## src/rtl/tx_chan_output_stage_pkg.sv

```systemverilog
// ---------------------------------------------------------------------------
// tx_chan_output_stage_pkg
//
// Shared constants and types for the TX channel output stage.
//   MAX_CHAN    : largest supported number of transmit data channels
//   SAMPLE_W    : width of one I or Q sample
//   DEF_RATE_W  : default width of a per-channel strobe-rate field
//   DEF_CNT_W   : default width of a per-channel underrun counter
//   sample_t    : one I or Q sample
// ---------------------------------------------------------------------------
package tx_chan_output_stage_pkg;

   localparam int MAX_CHAN   = 4;
   localparam int SAMPLE_W   = 16;
   localparam int DEF_RATE_W = 8;
   localparam int DEF_CNT_W  = 16;

   typedef logic [SAMPLE_W-1:0] sample_t;

   // Next value of a saturating up-counter with a synchronous clear.
   // A clear that coincides with an event leaves the counter at 1, so the
   // event that arrived together with the clear is not lost.
   function automatic logic [31:0] sat_count_next(
      input logic [31:0] cur,
      input logic [31:0] max_val,
      input logic        event_in,
      input logic        clear_in
   );
      logic [31:0] nxt;
      nxt = cur;
      if (clear_in) begin
         nxt = event_in ? 32'd1 : 32'd0;
      end else if (event_in && (cur != max_val)) begin
         nxt = cur + 32'd1;
      end
      return nxt;
   endfunction

endpackage : tx_chan_output_stage_pkg

```

## src/rtl/tx_strobe_div.sv

```systemverilog
// ---------------------------------------------------------------------------
// tx_strobe_div
//
// Per-channel strobe divider. Produces one registered strobe pulse for every
// R qualifying base strobes, where R is the live value on 'rate'.
//
// Ports
//   txclk    in   clock, all state updates on its rising edge
//   reset    in   synchronous, active-high reset
//   txstrobe in   base sample strobe
//   rate     in   decimation R; R = 0 disables the channel
//   strobe   out  one-cycle pulse, registered (one cycle after the
//                 txstrobe that completes a period)
// ---------------------------------------------------------------------------
module tx_strobe_div #(
   parameter int RATE_W = 8
) (
   input  logic              txclk,
   input  logic              reset,
   input  logic              txstrobe,
   input  logic [RATE_W-1:0] rate,
   output logic              strobe
);

   localparam logic [RATE_W-1:0] RATE_ONE = RATE_W'(1);

   logic [RATE_W-1:0] cnt_q;
   logic [RATE_W-1:0] cnt_d;
   logic              strobe_q;
   logic              strobe_d;

   // The terminal test is ">=" rather than "==": if rate is lowered while
   // the count is already past the new terminal value, the very next base
   // strobe ends the period instead of letting the count wrap through the
   // whole counter range.
   always_comb begin
      cnt_d    = cnt_q;
      strobe_d = 1'b0;
      if (rate == '0) begin
         cnt_d = '0;
      end else if (txstrobe) begin
         if (cnt_q >= (rate - RATE_ONE)) begin
            cnt_d    = '0;
            strobe_d = 1'b1;
         end else begin
            cnt_d = cnt_q + RATE_ONE;
         end
      end
   end

   always_ff @(posedge txclk) begin
      if (reset) begin
         cnt_q    <= '0;
         strobe_q <= 1'b0;
      end else begin
         cnt_q    <= cnt_d;
         strobe_q <= strobe_d;
      end
   end

   assign strobe = strobe_q;

endmodule : tx_strobe_div

```

## src/rtl/tx_chan_output_stage.sv

```systemverilog
// ---------------------------------------------------------------------------
// tx_chan_output_stage
//
// Output stage of the transmit channel path: per-channel strobe generation,
// sample gating/registering towards the TX chains, aggregate buffer flags
// and per-channel underrun status.
//
// Parameters
//   NUM_CHAN  number of data channels (1..MAX_CHAN)
//   RATE_W    width of each strobe-rate field
//   CNT_W     width of each underrun counter
//
// Ports
//   txclk            in   sole clock
//   reset            in   synchronous, active-high reset
//   txstrobe         in   base sample strobe
//   strobe_rate      in   per-channel decimation, field k at [k*RATE_W +: RATE_W]
//   chan_strobe      out  per-channel one-cycle sample strobes
//   chan_i_in/q_in   in   per-channel samples, field k at [k*16 +: 16]
//   chan_txempty     in   per-channel reader-empty flags
//   chan_underrun    in   per-channel underrun pulses
//   chan_have_space  in   buffer-space flags, bit NUM_CHAN is the command channel
//   clear_status     in   clears underrun sticky bits and counters
//   tx_i, tx_q       out  registered samples, zeroed for an empty channel
//   have_space       out  registered AND of all chan_have_space bits
//   tx_empty         out  registered AND of all chan_txempty bits
//   underrun_sticky  out  per-channel sticky underrun flags
//   underrun_count   out  per-channel saturating underrun counts
// ---------------------------------------------------------------------------
module tx_chan_output_stage
   import tx_chan_output_stage_pkg::*;
#(
   parameter int NUM_CHAN = 2,
   parameter int RATE_W   = DEF_RATE_W,
   parameter int CNT_W    = DEF_CNT_W
) (
   input  logic                         txclk,
   input  logic                         reset,
   input  logic                         txstrobe,
   input  logic [NUM_CHAN*RATE_W-1:0]   strobe_rate,
   output logic [NUM_CHAN-1:0]          chan_strobe,
   input  logic [NUM_CHAN*SAMPLE_W-1:0] chan_i_in,
   input  logic [NUM_CHAN*SAMPLE_W-1:0] chan_q_in,
   input  logic [NUM_CHAN-1:0]          chan_txempty,
   input  logic [NUM_CHAN-1:0]          chan_underrun,
   input  logic [NUM_CHAN:0]            chan_have_space,
   input  logic                         clear_status,
   output logic [NUM_CHAN*SAMPLE_W-1:0] tx_i,
   output logic [NUM_CHAN*SAMPLE_W-1:0] tx_q,
   output logic                         have_space,
   output logic                         tx_empty,
   output logic [NUM_CHAN-1:0]          underrun_sticky,
   output logic [NUM_CHAN*CNT_W-1:0]    underrun_count
);

   localparam logic [31:0] CNT_MAX = 32'((64'd1 << CNT_W) - 64'd1);

   // ------------------------------------------------------------------
   // Per-channel strobe dividers
   // ------------------------------------------------------------------
   for (genvar g = 0; g < NUM_CHAN; g++) begin : g_div
      tx_strobe_div #(
         .RATE_W (RATE_W)
      ) u_div (
         .txclk    (txclk),
         .reset    (reset),
         .txstrobe (txstrobe),
         .rate     (strobe_rate[g*RATE_W +: RATE_W]),
         .strobe   (chan_strobe[g])
      );
   end

   // ------------------------------------------------------------------
   // Sample gating and aggregate flags
   // ------------------------------------------------------------------
   logic [NUM_CHAN*SAMPLE_W-1:0] tx_i_q;
   logic [NUM_CHAN*SAMPLE_W-1:0] tx_i_d;
   logic [NUM_CHAN*SAMPLE_W-1:0] tx_q_q;
   logic [NUM_CHAN*SAMPLE_W-1:0] tx_q_d;
   logic                         have_space_q;
   logic                         have_space_d;
   logic                         tx_empty_q;
   logic                         tx_empty_d;

   // An empty reader presents stale data on its sample bus, so the sample
   // is replaced by zero for that cycle rather than forwarded.
   always_comb begin
      tx_i_d = '0;
      tx_q_d = '0;
      for (int k = 0; k < NUM_CHAN; k++) begin
         if (!chan_txempty[k]) begin
            tx_i_d[k*SAMPLE_W +: SAMPLE_W] = chan_i_in[k*SAMPLE_W +: SAMPLE_W];
            tx_q_d[k*SAMPLE_W +: SAMPLE_W] = chan_q_in[k*SAMPLE_W +: SAMPLE_W];
         end
      end
      have_space_d = &chan_have_space;
      tx_empty_d   = &chan_txempty;
   end

   // ------------------------------------------------------------------
   // Underrun status
   // ------------------------------------------------------------------
   logic [NUM_CHAN-1:0]       sticky_q;
   logic [NUM_CHAN-1:0]       sticky_d;
   logic [NUM_CHAN*CNT_W-1:0] ucnt_q;
   logic [NUM_CHAN*CNT_W-1:0] ucnt_d;

   // A pulse arriving together with clear_status wins over the clear, so an
   // underrun is never silently dropped by a concurrent status read/clear.
   always_comb begin
      sticky_d = sticky_q;
      ucnt_d   = ucnt_q;
      for (int k = 0; k < NUM_CHAN; k++) begin
         if (chan_underrun[k]) begin
            sticky_d[k] = 1'b1;
         end else if (clear_status) begin
            sticky_d[k] = 1'b0;
         end
         ucnt_d[k*CNT_W +: CNT_W] = CNT_W'(sat_count_next(
            32'(ucnt_q[k*CNT_W +: CNT_W]), CNT_MAX,
            chan_underrun[k], clear_status));
      end
   end

   // ------------------------------------------------------------------
   // Registers
   // ------------------------------------------------------------------
   always_ff @(posedge txclk) begin
      if (reset) begin
         tx_i_q       <= '0;
         tx_q_q       <= '0;
         have_space_q <= 1'b0;
         tx_empty_q   <= 1'b1;
         sticky_q     <= '0;
         ucnt_q       <= '0;
      end else begin
         tx_i_q       <= tx_i_d;
         tx_q_q       <= tx_q_d;
         have_space_q <= have_space_d;
         tx_empty_q   <= tx_empty_d;
         sticky_q     <= sticky_d;
         ucnt_q       <= ucnt_d;
      end
   end

   assign tx_i            = tx_i_q;
   assign tx_q            = tx_q_q;
   assign have_space      = have_space_q;
   assign tx_empty        = tx_empty_q;
   assign underrun_sticky = sticky_q;
   assign underrun_count  = ucnt_q;

endmodule : tx_chan_output_stage
```

## config.mk

```make
export PLATFORM = sky130hd
export DESIGN_NAME = tx_chan_output_stage
export DESIGN_NICKNAME = d
export VERILOG_FILES = /design/src/rtl/tx_chan_output_stage_pkg.sv /design/src/rtl/tx_strobe_div.sv /design/src/rtl/tx_chan_output_stage.sv
export SDC_FILE = /design/constraint.sdc
export NUM_CORES = 1
export LEC_CHECK = 0
export ABC_AREA = 1
export BUFFER_PORTS_ARGS = -buffer_cell sky130_fd_sc_hd__buf_2
export CORE_MARGIN = 2
export CORE_UTILIZATION = 45
export CTS_CLUSTER_SIZE = 40
export DETAILED_ROUTE_END_ITERATION = 8
export PLACE_DENSITY = 0.73
export REMOVE_ABC_BUFFERS = 1
export SLEW_MARGIN = 40
export SYNTH_ARGS = -nofsm -noshare
export SYNTH_HDL_FRONTEND = slang
export SYNTH_SLANG_ARGS = --single-unit
```

## constraint.sdc

```tcl
create_clock -name txclk -period 4.44 [get_ports txclk]
set_input_delay 0.888 -clock txclk [delete_from_list [all_inputs] [get_ports txclk]]
set_output_delay 0.888 -clock txclk [all_outputs]
set_load 0.01 [all_outputs]
```

==> results.ini, run 1 <==
[clock_network]
hold_buffers = 0
post_cts_buffers = 0
cts_tree = done
clock-sinks = 118
cts_buffers = 17
cts_buffer_depth = 2
ctsResizeCount = 0
clkLatencyLatePin_ns = 0.41
root_buffer = clkbuf_16
htreeDepth = 4
clk_pin_slew_ns = 0.05

[global_route]
antenna_found_initial = 0
grt_remaining_overflow = 0
track_usage_pct = 19.8
grt_pass1_vias = 4509
grt_max_degree = 33
grt_first_pass_wirelength_um = 20400

[synthesis]
yosys-top-cells-count = nor2_1, inv_1, nand2_1
synth_ff_type = dfxtp_1
synth_edf_count = 0
yosysTopAreaCellShare_pct = 43.8
syn_inst = 739
ys_ff_latch = 118
synth_area_per_cell_sq_um = 7.30
synth.distinct_cells = 27
synth.most_common_cell = nor2_1
synth_area_leader_cell = dfxtp_1
synth_area_sq_um = 5390
synth_seq_area_share_pct = 43.8
ys_top_cells_by_area = dfxtp_1, nor2_1, inv_1
ys_warn_count = 0
async_flop_share_pct = 0

[floorplan]
die_h_um = 113
die_w_um = 113
core-area_sq_um = 11600
rows = 39
io-pin-count = 193
initial_utilization_pct = 46.6
die_area_sq_um = 12900

[place]
dpl_cell_area_sq_um = 6430
numPortBuffers = 192
place_congestion = 0.775
dp_hpwl_um = 9070
placed_cells = 1058

[layout]
fin_cells = 1090
syn_to_final_growth_pct = 31.4
drive_above_1_share_pct = 28.3
antennaDiodeCount = 0
finish.net_count = 1049
fin_area_sq_um = 7080

[setup_path]
worst_r2r_startpoint = underrun_count[0]
crit_arrival_ns = 2.60
cp_max_fo = 8
timing.rr.end = underrun_count[9]
reg2reg_depth = 9
worst_setup_path_start_kind = input port
cp-startpoint = strobe_rate[3]
end_kind = register
critPathKind = input port to register
required_ns = 4.73
reg2reg_slack_ns = 2.64
crit_path_end = g_div[0].u_div.cnt_q[2]

[sta]
slew_headroom_pct = 58.4
post-route-period-util_pct = 52.1
min_period_ns = 2.31
tightest_slew_ns = 0.623
hold_violations = 0
fin_skew_ns = 0.00367
finalMaxSlewViolations = 0
setup_viol_count_final = 0
fmax_mhz = 432
fin_tns_setup_ns = 0
grt_setup_unrepaired = no

[routing]
vias_per_cell = 4.35
dr.pass1.iters = 4
wl_per_cell_um = 11.2
vias = 4744
wl_um = 12200
drt-initial-drc-count = 192
ant_nets = 0
drc = 0

[power]
power.total_mw = 2.82
irDropWorstVdd_mv = 0.338
power_per_cell_area_nw_per_um2 = 398
leakage_nw = 3.78

[outcome]
outcome = complete, no violations

[min_path]
hold_class = register to register

[run]
cap_violations = 0

==> worst min-delay path by stage <==
stage                                   from                 end  slack [ns]  cells past startpoint
after global placement    underrun_sticky[1]  underrun_sticky[1]        0.44                      2
after detailed placement  underrun_sticky[1]  underrun_sticky[1]        0.45                      2
after floorplan           underrun_sticky[0]  underrun_sticky[0]        0.49                      2
final                     underrun_sticky[0]  underrun_sticky[0]        0.45                      2
after global routing      underrun_sticky[0]  underrun_sticky[0]        0.49                      2
after CTS                 underrun_sticky[0]  underrun_sticky[0]        0.46                      2
==> registers in the layout (all words and copies together) (netlist names) <==
| signal | count |
|---|---|
| g_div.u_div.cnt_q | 16 |
| g_div.u_div.strobe | 2 |
| have_space | 1 |
| tx_empty | 1 |
| tx_i | 32 |
| tx_q | 32 |
| underrun_count | 32 |
| underrun_sticky | 2 |
==> cells by family after synthesis <==
group | after synthesis | synth area share, %
simple gates | 373 | 30.8
buf+inv | 174 | 13.0
flops | 118 | 43.8
xor+xnor | 26 | 4.22
fa+ha+maj | 24 | 5.57
compound gates | 22 | 2.14
mux | 2 | 0.371
==> layout by cell type (no fill, tap or decap), types with 6 or more instances in the layout <==
| cell type | netlist | layout |
|---|---|---|
| o21ai_0 | 6 | 6 |
| nand3b_1 | 6 | 6 |
| nor2_2 | 7 | 8 |
| nand2_1 | 139 | 139 |
| xnor2_1 | 9 | 9 |
| nor2_4 | 8 | 8 |
| ha_1 | 24 | 24 |
| buf_2 | 10 | 192 |
| clkbuf_16 | 0 | 17 |
| inv_1 | 150 | 148 |
| inv_2 | 5 | 7 |
| a21oi_1 | 12 | 12 |
| nand3_1 | 28 | 28 |
| dfxtp_1 | 118 | 118 |
| nand3_2 | 15 | 15 |
| xor2_1 | 17 | 17 |
| nor2_1 | 155 | 154 |
| nand2_2 | 6 | 6 |
==> worst max-delay path, stage by stage <==
cell and delay (ns):
buf_2 0.12, or2_2 0.28, inv_1 0.08, nand3_1 0.08, xnor2_1 0.13, inv_1 0.06
ha_1 0.27, nand2_1 0.08, o21a_1 0.19, nand2_1 0.06, nand2_1 0.06, nand2_1 0.23
nor2_1 0.08
==> metal layers <==
metal  GRT usage (%)  wire length, um  up-vias
met4            6.34              205        0
met1            23.2             5420     2057
met3            7.44              627       16
met5               0                0        -
li1                -                -     2577
met2            33.8             5950       94
==> layout make-up <==
cell class	count	area, sq um
Sequential cell	118	2360
Tap cell	143	179
Clock inverter	11	196
Timing Repair Buffer	193	968
Inverter	157	589
Multi-Input combinational cell	447	2330
Fill cell	1070	4480
Clock buffer	21	460
==> power by group <==
| part | switching [mW] | internal [mW] |
|---|---|---|
| Sequential | 0.0133 | 1.09 |
| Clock | 0.482 | 1.03 |
| Combinational | 0.120 | 0.0902 |
==> through the flow <==
step                util (%)  setup WS [ns]  hold slack (ns)
floorplan                  -           2.03            0.492
global placement        55.6           1.77            0.437
detailed placement      55.6           1.71            0.446
CTS                     61.3           2.13            0.461
global route            61.3           1.86            0.492
finish                  61.3           2.13            0.455
Note: power is estimated with default switching activity, not from simulation.
==> run 2: changes to the inputs <==
--- a/config.mk
+++ b/config.mk
@@ -5,13 +5,13 @@
 export SDC_FILE = /design/constraint.sdc
 export NUM_CORES = 1
 export LEC_CHECK = 0
-export ABC_AREA = 1
+export ABC_AREA = 0
 export BUFFER_PORTS_ARGS = -buffer_cell sky130_fd_sc_hd__buf_2
 export CORE_MARGIN = 2
-export CORE_UTILIZATION = 45
+export CORE_UTILIZATION = 44
 export CTS_CLUSTER_SIZE = 40
 export DETAILED_ROUTE_END_ITERATION = 8
-export PLACE_DENSITY = 0.73
+export PLACE_DENSITY = 0.76
 export REMOVE_ABC_BUFFERS = 1
 export SLEW_MARGIN = 40
 export SYNTH_ARGS = -nofsm -noshare
==> constraint.sdc (replaced) <==
create_clock -name txclk -period 2.1 [get_ports txclk]
set_input_delay 0.42 -clock txclk [delete_from_list [all_inputs] [get_ports txclk]]
set_output_delay 0.42 -clock txclk [all_outputs]
set_load 0.01 [all_outputs]
==> run 2 against run 1 <==
Combinational power increased by 98%; worst hold slack got worse by 0.36 ns; first-iteration DRC count increased by 82%; register-to-register slack got worse by 2.4 ns; largest cell class is now multi-input combinational cells.
==> results.ini, run 2 <==
[outcome]
outcome = complete, no violations

[sta]
min_period_ns = 1.97
fmax_mhz = 509
hold_violations = 0  ; unchanged
fin_tns_setup_ns = 0  ; unchanged
holdWs_ns = 0.0997  ; -0.355 ns
tightest_slew_ns = 0.721  ; +0.0976 ns
setup_viol_count_final = 0  ; unchanged
grt_setup_unrepaired = no
post-route-period-util_pct = 93.6
fin_skew_ns = 0.00885  ; +0.00517 ns
finalMaxSlewViolations = 0  ; unchanged
slew_headroom_pct = 51.7  ; -6.6 points

[global_route]
grt_util_met2_pct = 35.4  ; +1.5 points
grt_pass1_vias = 4277  ; -5.1%
use_met1_pct = 22.4  ; -0.82 points
grt_remaining_overflow = 0  ; unchanged
track_usage_pct = 20.5  ; +0.64 points
use_met3_pct = 8.36  ; +0.92 points
antenna_found_initial = 0  ; unchanged
grt_max_degree = 34  ; +3.0%
globalRoute.busiestLayer = met2
grt_first_pass_wirelength_um = 19100  ; -6.2%

[clock_network]
clock-sinks = 118  ; unchanged
cts_tree = done
hold_buffers = 0  ; unchanged
post_cts_buffers = 0  ; unchanged
htreeDepth = 4  ; unchanged
clk_pin_slew_ns = 0.06  ; about the same
root_buffer = clkbuf_8
cts_buffer_depth = 2  ; unchanged
cts_buffers = 17  ; unchanged
ctsResizeCount = 0  ; unchanged
clkLatencyLatePin_ns = 0.52  ; +0.11 ns

[synthesis]
synth.most_common_cell = dfxtp_1
ys_top_cells_by_area = dfxtp_1, and2_1, ha_1
synthAdderAreaFrac_pct = 6.10  ; +0.53 points
synth_seq_area_share_pct = 48.0  ; +4.2 points
async_flop_share_pct = 0  ; unchanged
ys_ff_latch = 118  ; unchanged
synth_area_leader_cell = dfxtp_1
synth.distinct_cells = 54  ; +100%
ys_warn_count = 0  ; unchanged
synth.area.mux_share_pct = 1.63  ; +1.3 points
synth_ff_type = dfxtp_1
synth_area_sq_um = 4920  ; -8.7%
synth_edf_count = 0  ; unchanged
synth_xor_area_share_pct = 4.98  ; +0.76 points
synth_compound_area_share_pct = 9.84  ; +7.7 points
yosysTopAreaCellShare_pct = 48.0  ; +4.2 points
synth_area_per_cell_sq_um = 9.67  ; +33%
synthSimpleGateAreaFrac_pct = 26.7  ; -4.1 points
synth_top_family_by_area = simple AND/OR/NAND/NOR gates
syn_inst = 509  ; -31%
yosys-top-cells-count = dfxtp_1, and2_1, nand2_1

[routing]
vias = 4456  ; -6.1%
drt-initial-drc-count = 349  ; +82%
wl_per_cell_um = 13.9  ; +24%
dr.pass1.iters = 4  ; unchanged
vias_per_cell = 5.06  ; +16%
drc = 0  ; unchanged
ant_nets = 0  ; unchanged
wl_um = 12200  ; unchanged

[layout]
finish.net_count = 843  ; -20%
fillers = 950  ; -11%
drive_above_1_share_pct = 34.6  ; +6.3 points
fin_cells = 880  ; -19%
multi_input_area_sq_um = 2430  ; +4.4%
area.sequential_sq_um = 2360  ; unchanged
final_common_cell = buf_2
syn_to_final_growth_pct = 37.5
fin_area_sq_um = 6770  ; -4.5%
antennaDiodeCount = 0  ; unchanged
layout_common_cells = buf_2, dfxtp_1, and2_1, nand2_1, nor2_1

[place]
placed_cells = 849  ; -20%
dpl_cell_area_sq_um = 6160  ; -4.1%
numPortBuffers = 192  ; unchanged
place_congestion = 0.978  ; +26%
dp_hpwl_um = 9270  ; +2.2%

[floorplan]
die_w_um = 110  ; -3.3%
rows = 38  ; -2.6%
die_h_um = 110  ; -3.3%
initial_utilization_pct = 45.2  ; -1.4 points
die_area_sq_um = 12000  ; -6.4%
io-pin-count = 193  ; unchanged
core-area_sq_um = 10900  ; -5.9%

[power]
leakage_nw = 3.17  ; -16%
irDropWorstVdd_mv = 0.857  ; +150%
power_per_cell_area_nw_per_um2 = 841  ; +110%

[setup_path]
crit_arrival_ns = 2.42  ; -0.18 ns
worst_setup_path_start_kind = input port
cp_max_fo = 9  ; +1
cp-startpoint = strobe_rate[10]
critPathKind = input port to register
worst_r2r_startpoint = underrun_count[24]
end_kind = register
required_ns = 2.55  ; -2.18 ns

[min_path]
hold_class = input port to register
min_from = chan_i_in[8]

[run]
cap_violations = 0  ; unchanged

-- run 2: changes by cell type after synthesis, moves of 14 or more --
cell     delta
inv_1     -137
nor2_1    -123
nand2_1   -100
and2_1     +66
nand3_1    -18
nand3_2    -15
nand4_1    +14
-- run 2: final timing paths --
| path | to | slack [ns] | depth (start not counted) |
|---|---|---|---|
| setup reg to reg | underrun_count[16] | 0.27 | 4 |
| setup / recovery | g_div[1].u_div.strobe | 0.13 | 9 |
| hold reg to reg | underrun_sticky[0] | 0.49 | 2 |
| hold / removal | tx_i[8] | 0.1 | 2 |
-- run 2: metrics by stage --
| stage | setup slack (ns) | power (mW) | util (%) |
|---|---|---|---|
| final | 0.134 | 5.69 | 62.1 |
| after global routing | 0.00944 | 5.91 | 62.1 |
| after CTS | 0.154 | 5.75 | 62.1 |
| after detailed placement | -0.387 | 2.80 | 56.6 |
| after global placement | -0.520 | 2.78 | 56.6 |
| after floorplan | -0.228 | 2.56 | - |
-- run 2: where the power goes --
part | internal [mW] | switching (mW)
logic | 0.210 | 0.204
registers | 2.31 | 0.0294
clock network | 1.97 | 0.966
total | 4.49 | 1.20
-- run 2: layer usage --
metal / wire length, um / part of all wire [%]
met5: 0 / 0
met4: 202 / 1.7
met3: 1050 / 8.6
met2: 6110 / 50
met1: 4850 / 40
-- run 2: final cells by class --
type	count	share of cell area (%)
flip-flops and latches	118	34.9
well taps	140	2.59
multi-input cells	361	35.9
repair buffers	217	17.0
clock inverters	10	2.26
clock buffers	21	6.64
inverters	13	0.721
-- run 2: worst max-delay path, stage by stage --
cell	delay [ns]
buf_2	0.11
nor4_1	0.27
buf_4	0.16
nand2_1	0.05
xor2_1	0.15
ha_1	0.30
nand3_1	0.13
o31ai_2	0.61
and2_1	0.21
-- run 2: cell families after synthesis --
family | after synthesis
compound gates | 73
xor+xnor | 28
fa+ha+maj | 24
buf+inv | 30
flops | 118
mux | 8
simple gates | 228
